===== config.mk =====
export PLATFORM = sky130hd
export DESIGN_NAME = jk_bank_sequencer
export DESIGN_NICKNAME = d
export VERILOG_FILES = /design/src/rtl/jk_bank_sequencer.sv
export SDC_FILE = /design/constraint.sdc
export NUM_CORES = 1
export LEC_CHECK = 0
export ABC_AREA = 1
export ABC_CLOCK_PERIOD_IN_PS = 4450
export BUFFER_PORTS_ARGS = -buffer_cell sky130_fd_sc_hd__buf_2
export CORE_MARGIN = 4
export CORE_UTILIZATION = 45
export DETAILED_ROUTE_END_ITERATION = 12
export GPL_ROUTABILITY_DRIVEN = 0
export GPL_TIMING_DRIVEN = 0
export MAX_ROUTING_LAYER = met4
export PLACE_DENSITY = 0.71
export RECOVER_POWER = 100
export SYNTH_ARGS = -nofsm -noshare
export SYNTH_HDL_FRONTEND = slang
export SYNTH_SLANG_ARGS = --single-unit

===== constraint.sdc =====
create_clock -name clk -period 4.45 [get_ports clk]
set_clock_uncertainty 0.2 [all_clocks]
set_input_delay 0.2225 -clock clk [delete_from_list [all_inputs] [get_ports clk]]
set_output_delay 0.2225 -clock clk [all_outputs]
set_load 0.01 [all_outputs]

===== src/rtl/jk_bank_sequencer.sv =====
// jk_bank_sequencer: turns LOAD / COUNT_UP n / COUNT_DOWN n / CLEAR commands
// into per-bit j/k drive for an external bank of JK flip-flops, reading the
// bank's q outputs back between steps so the bank behaves as a loadable
// up/down counter.
// Optional feature macro: JKSEQ_ABORT_EN adds an abort input and an aborted
// flag that truncates a multi-step command after the step in flight.
module jk_bank_sequencer #(
  parameter int WIDTH = 4
) (
  input  logic             clk,
  input  logic             clr,
  input  logic             cmd_valid,
  output logic             cmd_ready,
  input  logic [1:0]       cmd_op,
  input  logic [WIDTH-1:0] cmd_data,
  input  logic [WIDTH-1:0] q_in,
  output logic [WIDTH-1:0] j_out,
  output logic [WIDTH-1:0] k_out,
  output logic             bank_clr,
  output logic             bank_prst,
  output logic             busy,
  output logic             done
`ifdef JKSEQ_ABORT_EN
  ,
  input  logic             abort,
  output logic             aborted
`endif
);

  localparam logic [1:0] OP_LOAD  = 2'b00;
  localparam logic [1:0] OP_UP    = 2'b01;
  localparam logic [1:0] OP_DOWN  = 2'b10;
  localparam logic [1:0] OP_CLEAR = 2'b11;

  typedef enum logic [2:0] {
    S_IDLE,
    S_DRIVE,
    S_SETTLE,
    S_CLR,
    S_DONE
  } state_t;

  state_t           state;
  logic [WIDTH-1:0] steps;
  logic             count_up;
  logic             up_sel;
  logic [WIDTH-1:0] step_mask;
  logic             abort_now;

  // Bit i toggles when every lower bit is 1 (up) or 0 (down); bit 0 always toggles.
  function automatic logic [WIDTH-1:0] toggle_mask(input logic [WIDTH-1:0] q,
                                                   input logic up);
    logic [WIDTH-1:0] m;
    logic             acc;
    acc = 1'b1;
    for (int i = 0; i < WIDTH; i++) begin
      m[i] = acc;
      acc  = acc & (up ? q[i] : ~q[i]);
    end
    return m;
  endfunction

  // In IDLE the direction comes straight from the incoming command; later from the captured op.
  assign up_sel    = (state == S_IDLE) ? (cmd_op == OP_UP) : count_up;
  assign step_mask = toggle_mask(q_in, up_sel);
  assign cmd_ready = (state == S_IDLE);

`ifdef JKSEQ_ABORT_EN
  logic abort_pending;

  assign abort_now = abort_pending | abort;

  // Remember an abort seen during DRIVE so SETTLE can end the command after this step.
  always_ff @(posedge clk) begin
    if (clr) begin
      abort_pending <= 1'b0;
      aborted       <= 1'b0;
    end else begin
      case (state)
        S_DRIVE:  abort_pending <= abort_pending | abort;
        S_SETTLE: begin
          if (steps == '0 || abort_now) begin
            aborted       <= abort_now;
            abort_pending <= 1'b0;
          end
        end
        S_DONE:   aborted <= 1'b0;
        default:  abort_pending <= 1'b0;
      endcase
    end
  end
`else
  assign abort_now = 1'b0;
`endif

  // Main sequencer: state, step counter and all registered bank drive outputs.
  always_ff @(posedge clk) begin
    if (clr) begin
      state     <= S_IDLE;
      steps     <= '0;
      count_up  <= 1'b0;
      j_out     <= '0;
      k_out     <= '0;
      bank_clr  <= 1'b0;
      bank_prst <= 1'b0;
      busy      <= 1'b0;
      done      <= 1'b0;
    end else begin
      j_out     <= '0;
      k_out     <= '0;
      bank_clr  <= 1'b0;
      bank_prst <= 1'b0;
      done      <= 1'b0;
      case (state)
        S_IDLE: begin
          if (cmd_valid) begin
            busy     <= 1'b1;
            count_up <= (cmd_op == OP_UP);
            case (cmd_op)
              OP_LOAD: begin
                j_out <= cmd_data;
                k_out <= ~cmd_data;
                steps <= WIDTH'(1);
                state <= S_DRIVE;
              end
              OP_UP, OP_DOWN: begin
                if (cmd_data == '0) begin
                  done  <= 1'b1;
                  state <= S_DONE;
                end else begin
                  j_out <= step_mask;
                  k_out <= step_mask;
                  steps <= cmd_data;
                  state <= S_DRIVE;
                end
              end
              OP_CLEAR: begin
                bank_clr <= 1'b1;
                state    <= S_CLR;
              end
              default: state <= S_IDLE;
            endcase
          end
        end
        S_DRIVE: begin
          steps <= steps - WIDTH'(1);
          state <= S_SETTLE;
        end
        S_SETTLE: begin
          if (steps != '0 && !abort_now) begin
            j_out <= step_mask;
            k_out <= step_mask;
            state <= S_DRIVE;
          end else begin
            done  <= 1'b1;
            state <= S_DONE;
          end
        end
        S_CLR: begin
          done  <= 1'b1;
          state <= S_DONE;
        end
        S_DONE: begin
          busy  <= 1'b0;
          state <= S_IDLE;
        end
        default: begin
          busy  <= 1'b0;
          state <= S_IDLE;
        end
      endcase
    end
  end

endmodule


==> summary.md, run 1 <==
| Metric | Value |
|---|---|
| CTS root buffer | `clkbuf_4` |
| Endpoints failing hold | `0` |
| TritonCTS clock tree | `done` |
| Proportion of layout cells with a drive suffix above 1 | `15.4%` |
| Min Tclk post-route | `1960 ps` |
| # port buffers | `23` |
| Initial Utilization | `48.2%` |
| Ranking of synthesized cells by area | `dfxtp_1 35%, nand2_1 9.0%, a21oi_1 6.5%, inv_1 6.2%, nor2_1 5.5%` |
| Worst R2R Path Depth | `7` |
| CP endpoint kind | `flip-flop` |
| WL/cell | `11.2 um` |
| Initial antenna violation count | `0` |
| Period utilization | `44.0%` |
| Clock sink count | `19` |
| Mapped Area | `0.00109 sq mm` |
| Setup violators final | `0` |
| Largest net degree at the start of global routing | `11` |
| Total nets after synthesis | `171` |
| Drt total wl | `2350 um` |
| IO Count | `26` |
| Largest family of logic cells by synthesized area | `simple AND/OR/NAND/NOR gates` |
| CTS Buffer Depth | `2` |
| Slew Limit Headroom | `56.6%` |
| Simple-gate area share of the yosys netlist | `30.2%` |
| Number of cells in the finished layout apart from fillers | `210` |
| Max-slew violations | `0` |
| Largest stage delay, worst path | `390 ps` |
| Area leader, netlist | `dfxtp_1` |
| Power Density | `369 mW/mm^2` |
| Min-delay worst type | `primary input to flip-flop` |
| Worst path required time | `4490 ps` |
| Origin of the critical flop-to-flop path | `state[1]` |
| #FFs+latches synth | `19` |
| Most frequent CP cell | `nor2_1` |
| Fmax | `511 MHz` |
| DR vias/cell | `5.01` |
| Syn Area/Cell | `7.05 sq um` |
| First-pass GRT wire length | `3960 um` |
| Area growth syn-to-layout | `13.1%` |
| Crit Reg-Reg Endpoint | `j_out[3]` |
| Cells after DPL | `205` |
| Vias in the first global route | `994` |
| Mux contribution to synthesized area | `0%` |
| Num CTS Buffers | `3` |
| Worst-Margin Slew | `646 ps` |
| Worst setup SP type | `flip-flop` |
| Die width | `57.1 um` |
| Max-cap violations | `0` |
| Share of the core filled with cells | `54.5%` |
| Slowest stage cell on the critical path | `nor2_1` |
| WS Path Type | `flip-flop to flip-flop` |
| Drt pass-1 iters | `4` |
| Internal reg-to-reg setup slack | `2490 ps` |
| # nets final | `200` |
| Sequential element share of the synthesized area | `35.0%` |
| Post-synth cell types | `28` |
| Final ANT Viol Nets | `0` |
| Post-CTS sizing | `0` |
| Adder-Cell Fraction of Synth Area | `4.61%` |
| Worst Hold Depth | `4` |
| Worst-Skew Late Latency | `300 ps` |
| Die Area | `0.00326 sq mm` |
| Post-DP HPWL | `1860 um` |
| Drt drc | `0` |
| TNS Setup | `0 ps` |
| Critical path cell sequence | `nor2_1 > nand2_4 > nor2_1 > inv_1 > nor2_1 > nand2_1 > a21oi_1` |
| # diodes | `0` |
| LEAKAGE | `0.000581 uW` |
| GR Overflow Total | `0` |
| Via count | `1053` |
| RSZ-0062 raised after global routing | `false` |
| Row count | `17` |
| Clk slew on worst S/H paths | `110 ps` |
| HP Start | `cmd_valid` |
| Post-synthesis compound-gate area fraction | `18.3%` |
| Cells after Synth | `154` |
| CP max FO | `8` |
| Worst IR drop on VDD | `0.000206 V` |
| H-tree depth | `1` |
| Core area | `0.00225 sq mm` |
| Syn. warnings | `0` |
| Hold WS | `23.0 ps` |
| Worst EP arrival | `2000 ps` |
| Worst Hold Path EP | `busy` |
| GRT Overall Usage | `15.7%` |
| Post-synth top area share | `35.0%` |
| Chip height | `57.1 um` |
| Status | `complete, no violations` |
| Iter 0 DRT Violations | `32` |
| Post-synthesis xor/xnor area fraction | `0%` |
registers in the layout (all words and copies together) (netlist names):
signal / cells
done: 1
j_out: 4
bank_clr: 1
k_out: 4
busy: 1
steps: 4
state: 3
count_up: 1
critical path, delay by kind of cell (launching register included):
family,cells,cell delay [ps]
AOI/OAI and AO/OA,1,130
and+or+nand+nor,5,1090
DFF,1,350
buffers and inverters,1,110
synth_stat cells:
master    instances
inv_1            18
o21ai_2           1
buf_4             1
nand3_1          11
inv_4             1
nand2_4           3
bufinv_8          1
o211a_1           1
a31oi_1           1
nor3_2            1
nand3b_1          1
nand2_1          26
conb_1            1
o21ai_1          11
nor2_1           16
a21oi_1          14
nand2_2           3
nand4_1           2
ha_1              4
inv_2             6
nor2_4            2
nor3_1            2
o21ai_0           4
o211ai_2          1
o32ai_1           1
clkbuf_1          1
dfxtp_1          19
a211oi_1          1
metal layers:
metal,vias up,GRT usage [%],part of all wire (%)
met1,469,17.3,45
met4,0,7.28,1.8
met2,24,27.1,49
met5,-,-,0
li1,555,-,-
met3,5,2.94,4.2
worst max path at each step:
stage	start	end	slack, ps	cells after the start
2_1_floorplan	steps[0]	j_out[1]	3000	7
3_3_place_gp	cmd_op[0]	steps[3]	2790	9
3_5_place_dp	steps[0]	j_out[1]	2750	7
4_1_cts	steps[0]	j_out[1]	2730	7
5_1_grt	state[0]	j_out[3]	2300	7
6_report	state[1]	j_out[3]	2490	7
area by class of cell:
type	instances	area [sq um]
Clock buffer	4	26.3
Inverter	26	113
Fill cell	235	1030
Sequential cell	19	380
Timing Repair Buffer	24	110
Tap cell	28	35.0
Multi-Input combinational cell	107	553
Buffer	2	11.3
report_power, final:
| part | leakage, uW | switching, uW | internal [uW] |
|---|---|---|---|
| clock | 0.0000150 | 54.4 | 35.0 |
| combinational | 0.000411 | 106 | 57.1 |
| sequential | 0.000155 | 11.0 | 190 |
| total | 0.000581 | 171 | 282 |
stage by stage:
step / setup slack (ps) / area (sq um) / total power, uW
2_1_floorplan: 3000 / 1090 / 338
3_3_place_gp: 2790 / 1240 / 376
3_5_place_dp: 2750 / 1240 / 381
4_1_cts: 2730 / 1270 / 471
5_1_grt: 2300 / 1230 / 486
6_report: 2490 / 1230 / 453
cells by family after synthesis:
kind of cell | count (synthesis)
AND/OR/NAND/NOR | 67
AO/OA/AOI/OAI | 35
buffers and inverters | 28
flip-flops | 19
adder cells (fa/ha/maj) | 4
other | 1
repair_timing:
| item | 4_1_cts | 5_1_grt |
|---|---|---|
| hold buffers | 1 | 0 |
| setup buffers | 0 | 0 |
| endpoints found under the setup margin | 0 | 0 |
| hold endpoints to repair | 2 | 0 |
placed cells by master (no fill, tap or decap):
master / Yosys / layout
clkinvlp_2: 0 / 1
buf_4: 1 / 1
o32ai_1: 1 / 1
inv_1: 18 / 20
ha_1: 4 / 4
nand2_1: 26 / 27
nand3_1: 11 / 11
nand2_2: 3 / 3
dlygate4sd3_1: 0 / 1
clkbuf_4: 0 / 3
o21ai_0: 4 / 5
buf_2: 0 / 11
a21oi_1: 14 / 14
clkbuf_1: 1 / 14
o211ai_2: 1 / 1
nand3b_1: 1 / 1
o21ai_2: 1 / 1
nor2_1: 16 / 18
inv_2: 6 / 4
nand4_1: 2 / 2
o21ai_1: 11 / 10
conb_1: 1 / 1
nand2_4: 3 / 2
bufinv_8: 1 / 1
nor3_1: 2 / 3
o211a_1: 1 / 1
dfxtp_1: 19 / 19
a211oi_1: 1 / 1
a31oi_1: 1 / 1
(Power assumes the default switching activity.)
==> inputs of run 2 (changes only) <==
--- a/config.mk
+++ b/config.mk
@@ -6,7 +6,7 @@
 export NUM_CORES = 1
 export LEC_CHECK = 0
 export ABC_AREA = 1
-export ABC_CLOCK_PERIOD_IN_PS = 4450
+export ABC_CLOCK_PERIOD_IN_PS = 1850
 export BUFFER_PORTS_ARGS = -buffer_cell sky130_fd_sc_hd__buf_2
 export CORE_MARGIN = 4
 export CORE_UTILIZATION = 45
==> constraint.sdc (replaced) <==
create_clock -name clk -period 1.85 [get_ports clk]
set_clock_uncertainty 0.2 [all_clocks]
set_input_delay 0.0925 -clock clk [delete_from_list [all_inputs] [get_ports clk]]
set_output_delay 0.0925 -clock clk [all_outputs]
set_load 0.01 [all_outputs]
==> run 2 against run 1 <==
Sequential share of layout area shrank 1.9 points. Routed wire length grew 2.4%. Combinational power grew to 2.6 times the previous value. Core utilization grew 3.7 points. Register-to-register slack lost 2300 ps. Worst hold slack lost 6.7 ps. Die area is the same. Non-clock buffer count grew 6. Clock power grew 140%. Fmax grew 16%. Design area grew 6.7%.
==> summary.md, run 2 (synthesis gave the netlist of run 1 again) <==
| Metric | Value |
|---|---|
| Status | `complete, no violations` |
| Most frequent cells in the layout | `27 x nand2_1, 20 x inv_1, 19 x dfxtp_1` |
| Worst path required time | `1860 ps` |
| Placement Cell Area | `0.00124 sq mm` |
| Multi-input logic area | `576 sq um` |
| Drt pass-1 iters | `4` |
| IO Count | `26` |
| HP Start | `q_in[2]` |
| GR Overflow Total | `0` |
| Vias in the first global route | `1018` |
| CTS root buffer | `clkbuf_4` |
| DR vias/cell | `4.98` |
| Die Area | `0.00326 sq mm` |
| Final ANT Viol Nets | `0` |
| # diodes | `0` |
| Die width | `57.1 um` |
| Switch share | `38.0%` |
| Endpoints failing hold | `0` |
| Combinational Power Share | `37.5%` |
| Min Tclk post-route | `1690 ps` |
| Num CTS Buffers | `3` |
| Initial Utilization | `48.2%` |
| CTS Buffer Depth | `2` |
| Worst Hold Path EP | `j_out[3]` |
| Fillers | `224` |
| Regs by FF count | `j_out (4), k_out (4), steps (4)` |
| Area growth syn-to-layout | `20.7%` |
| Fmax | `592 MHz` |
| CP max FO | `7` |
| Drt drc | `0` |
| Crit Reg-Reg Endpoint | `steps[3]` |
| Largest stage delay, worst path | `380 ps` |
| CP endpoint kind | `flip-flop` |
| Row count | `17` |
| First-pass GRT wire length | `3990 um` |
| Period utilization | `91.3%` |
| Post-CTS setup buffers | `0` |
| LEAKAGE | `0.000620 uW` |
| Worst setup startpoint | `state[1]` |
| Clock sink count | `19` |
| Worst IR drop on VDD | `0.000503 V` |
| Iter 0 DRT Violations | `32` |
| RSZ-0062 raised after global routing | `false` |
| Via count | `1075` |
| WS Path Type | `flip-flop to flip-flop` |
| Storage cell area | `380 sq um` |
| Internal reg-to-reg setup slack | `160 ps` |
| P_sw | `426 uW` |
| Core area | `0.00225 sq mm` |
| Chip height | `57.1 um` |
| # port buffers | `23` |
| Post-DP HPWL | `1860 um` |
| H-tree depth | `1` |
| Largest net degree at the start of global routing | `11` |
| TritonCTS clock tree | `done` |
| WL/cell | `11.1 um` |
| Sequential share of power | `43.4%` |
| Slowest stage cell on the critical path | `dfxtp_1` |
| Drt total wl | `2400 um` |
| Critical path cell sequence | `nor2_4 > nand2_1 > inv_1 > nand2_4 > o21ai_2 > inv_2 > nand2_4 > inv_2 > o21ai_1 > nor2_1` |
| GRT Overall Usage | `15.5%` |
| Min-delay worst type | `primary input to flip-flop` |
| Most common cell after layout, fill and taps aside | `nand2_1` |
| Max-cap violations | `0` |
| Worst R2R Path Depth | `10` |
| Worst setup SP type | `flip-flop` |
| TNS Setup | `0 ps` |
| Worst EP arrival | `1700 ps` |
| Clock share of power | `19.2%` |
| # nets final | `206` |
| Initial antenna violation count | `0` |
| Setup violators final | `0` |
| Worst Hold Depth | `5` |
| Power Internal | `695 uW` |
| Worst-Skew Late Latency | `300 ps` |
| Max-slew violations | `0` |
| Proportion of layout cells with a drive suffix above 1 | `17.6%` |
| Origin of the critical flop-to-flop path | `state[1]` |
| Design Area, Final | `0.00131 sq mm` |
| Clk slew on worst S/H paths | `110 ps` |
| Power Density | `855 mW/mm^2` |
run 2: worst max-delay path by stage:
stage,depth (start not counted),slack (ps),to
after global routing,9,20,steps[0]
after floorplan,7,400,j_out[1]
final,10,160,steps[3]
after global placement,7,200,k_out[1]
after CTS,7,130,j_out[1]
after detailed placement,7,150,j_out[1]
run 2: cell type report:
type / instances / area share [%]
well taps: 28 / 2.67
plain buffers: 2 / 0.859
inverters: 26 / 8.49
multi-input cells: 107 / 43.9
repair buffers: 30 / 13.1
clock buffers: 4 / 2.00
flip-flops and latches: 19 / 29.0
run 2: critical path, delay by kind of cell (launching register included):
family	cells	cell delay, ps
AOI/OAI and AO/OA	2	180
buffers and inverters	3	360
DFF	1	380
and+or+nand+nor	5	480
run 2: repair_timing:
action	in CTS	in global routing
endpoints found under the setup margin	0	6
hold buffers	7	0
resized for setup	0	1
hold endpoints to repair	17	0
run 2: power groups by stage:
stage / registers, uW / logic, uW / clock network [uW]
detailed placement: 495 / 422 / 0
CTS: 485 / 434 / 224
floorplan: 500 / 312 / 0
finish: 487 / 420 / 215
global route: 491 / 477 / 232
global placement: 493 / 412 / 0
run 2: through the flow:
step	hold slack, ps	worst slack, ps	cells	util (%)	power (uW)
2_1_floorplan	-30.7	396	154	-	813
3_3_place_gp	157	197	205	54.8	905
3_5_place_dp	168	151	205	54.8	916
4_1_cts	2.13	126	216	59.1	1140
5_1_grt	43.6	23.0	216	58.2	1200
6_report	16.3	160	216	58.2	1120
run 2: layer usage:
layer | track usage (%) | vias to the layer above | wire, um
li1 | - | 563 | -
met1 | 17.3 | 482 | 1080
met2 | 27.6 | 25 | 1170
met3 | 2.94 | 5 | 115
met4 | 5.30 | 0 | 33
met5 | - | - | 0
==> inputs of run 3 (changes only) <==
--- a/config.mk
+++ b/config.mk
@@ -8,13 +8,15 @@
 export ABC_AREA = 1
 export ABC_CLOCK_PERIOD_IN_PS = 1850
 export BUFFER_PORTS_ARGS = -buffer_cell sky130_fd_sc_hd__buf_2
+export CELL_PAD_IN_SITES_DETAIL_PLACEMENT = 0
+export CELL_PAD_IN_SITES_GLOBAL_PLACEMENT = 1
 export CORE_MARGIN = 4
-export CORE_UTILIZATION = 45
+export CORE_UTILIZATION = 36
 export DETAILED_ROUTE_END_ITERATION = 12
 export GPL_ROUTABILITY_DRIVEN = 0
 export GPL_TIMING_DRIVEN = 0
 export MAX_ROUTING_LAYER = met4
-export PLACE_DENSITY = 0.71
+export PLACE_DENSITY = 0.78
 export RECOVER_POWER = 100
 export SYNTH_ARGS = -nofsm -noshare
 export SYNTH_HDL_FRONTEND = slang
==> run 3 against run 2 <==
Non-clock buffer count unchanged. Critical path depth stayed put. Die area is 21% higher. Worst hold slack better by 2.8 ps. Fmax up 2.9%. Sequential power about the same. Via count is essentially flat. Routed wire length rose by 4.6%. Critical path type unchanged. Largest power group unchanged. Cell count rose by 1.4%.
==> summary.md, run 3 (synthesis gave the netlist of run 1 again) <==
| Metric | Value |
|---|---|
| GR Overflow Total | `0` |
| GRT Overall Usage | `14.4%` |
| Power Internal | `693 uW` |
| GR Util met3 | `3.24%` |
| P_sw | `430 uW` |
| Post-CTS setup buffers | `0` |
| Proportion of layout cells with a drive suffix above 1 | `18.6%` |
| Met1 Usage GRT | `16.9%` |
| Slowest stage cell on the critical path | `dfxtp_1` |
| Min Tclk post-route | `1640 ps` |
| Setup violators final | `0` |
| CP delay by family, top | `simple AND/OR/NAND/NOR gates` |
| Max-cap violations | `0` |
| Worst path required time | `1850 ps` |
| Crit path buf inv count | `3` |
| IO Count | `26` |
| TritonCTS clock tree | `done` |
| Switch share | `38.3%` |
| Clock sink count | `19` |
| TNS Setup | `0 ps` |
| Period utilization | `88.8%` |
| # port buffers | `23` |
| CTS root buffer | `clkbuf_4` |
| Final ANT Viol Nets | `0` |
| LEAKAGE | `0.000623 uW` |
| Vias in the first global route | `1067` |
| Origin of the critical flop-to-flop path | `state[1]` |
| Hold WS | `19.1 ps` |
| Initial Utilization | `38.4%` |
| Clk slew on worst S/H paths | `120 ps` |
| WS Path Type | `flip-flop to flip-flop` |
| Largest stage delay, worst path | `370 ps` |
| Area growth syn-to-layout | `21.9%` |
| Via count | `1074` |
| Num CTS Buffers | `3` |
| Clock share of power | `18.9%` |
| Worst-Skew Late Latency | `300 ps` |
| Status | `complete, no violations` |
| Worst Hold Path EP | `j_out[3]` |
| Placement Cell Area | `0.00124 sq mm` |
| Die width | `62.9 um` |
| First-pass GRT wire length | `4550 um` |
| Regs by FF count | `j_out (4), k_out (4), steps (4)` |
| Sequential share of power | `43.2%` |
| Drt drc | `0` |
| Most frequent cells in the layout | `26 x nand2_1, 20 x inv_1, 19 x dfxtp_1` |
| Most common cell after layout, fill and taps aside | `nand2_1` |
| Largest net degree at the start of global routing | `12` |
| Post-DP HPWL | `2010 um` |
| CP endpoint kind | `flip-flop` |
| Most frequent CP cell | `nand2_4` |
| Endpoints failing hold | `0` |
| Worst IR drop on VDD | `0.000346 V` |
| Worst setup SP type | `flip-flop` |
| # diodes | `0` |
| Combinational Power Share | `37.8%` |
| Pre-CTS WS | `110 ps` |
| Drt total wl | `2510 um` |
| Min-delay worst type | `primary input to flip-flop` |
| H-tree depth | `1` |
| Design Area, Final | `0.00132 sq mm` |
| Drt pass-1 iters | `4` |
| CP max FO | `7` |
| Initial antenna violation count | `0` |
| M2 GR Usage | `24.1%` |
| Power consumption | `1120 uW` |
| WL/cell | `11.5 um` |
| Row count | `19` |
| Power Density | `849 mW/mm^2` |
| Critical path cell sequence | `nor2_4 > nand2_4 > inv_1 > nand2_4 > o21ai_2 > inv_2 > nand2_4 > inv_2 > o21ai_1 > nor2_1` |
| CTS Buffer Depth | `2` |
| DR vias/cell | `4.90` |
| Iter 0 DRT Violations | `33` |
| Internal reg-to-reg setup slack | `210 ps` |
| # nets final | `206` |
| RSZ-0062 raised after global routing | `false` |
| Worst EP arrival | `1640 ps` |
| Most Used Layer, Global Route | `met2` |
| Fmax | `609 MHz` |
| Core area | `0.00283 sq mm` |
| Die Area | `0.00396 sq mm` |
| Worst R2R Path Depth | `10` |
| HP Start | `q_in[2]` |
| Worst Hold Depth | `5` |
| Crit Reg-Reg Endpoint | `steps[3]` |
| Final worst slack | `208 ps` |
| Chip height | `62.9 um` |
| Max-slew violations | `0` |
[run 3: cell count changes in the layout (fill, tap and decap cells not counted), sizes merged]
cell    delta
clkbuf     -1
clkinv     +1
[run 3: tightest hold or removal path, stage by stage]
cell	delay, ps
buf_2	110
nand2_1	60
nand2_1	60
nand3_1	100
a21oi_1	70
[run 3: through the flow]
step                util (%)  instances
floorplan                  -        154
global placement        43.8        208
detailed placement      43.8        208
CTS                     47.3        219
global route            46.8        219
finish                  46.8        219
[run 3: repair_timing]
| item | CTS | global route |
|---|---|---|
| endpoints found under the setup margin | 0 | 6 |
| hold buffers | 7 | 0 |
| resized for setup | 0 | 1 |
| endpoints found under the hold margin | 14 | 0 |
[run 3: per-layer routing]
| metal | up-vias | routed length, um |
|---|---|---|
| met1 | 492 | 1170 |
| li1 | 566 | - |
| met4 | 0 | 20 |
| met2 | 14 | 1210 |
| met3 | 2 | 119 |
| met5 | - | 0 |
[run 3: cell type report]
type / count / area [sq um]
fill: 311 / 1510
multi-input combinational: 107 / 583
sequential: 19 / 380
timing repair buffer: 30 / 171
inverter: 26 / 111
tap: 31 / 38.8
clock buffer: 3 / 22.5
buffer: 2 / 11.3
clock inverter: 1 / 5.00
[run 3: power groups by stage]
stage	clock, uW	combinational [uW]	sequential [uW]
after global placement	0	421	494
after global routing	249	489	493
after CTS	225	438	485
final	213	425	486
after detailed placement	0	425	495
after floorplan	0	312	500
[run 3: how the worst max path moves through the flow]
stage          startpoint       end  slack (ps)  cells after the start
2_1_floorplan    steps[0]  j_out[1]         400                      7
5_1_grt          state[0]  steps[3]          60                     10
3_5_place_dp     steps[0]  k_out[2]         110                      7
6_report         state[1]  steps[3]         210                     10
4_1_cts          steps[0]  k_out[2]          90                      7
3_3_place_gp     steps[0]  k_out[1]         130                      7
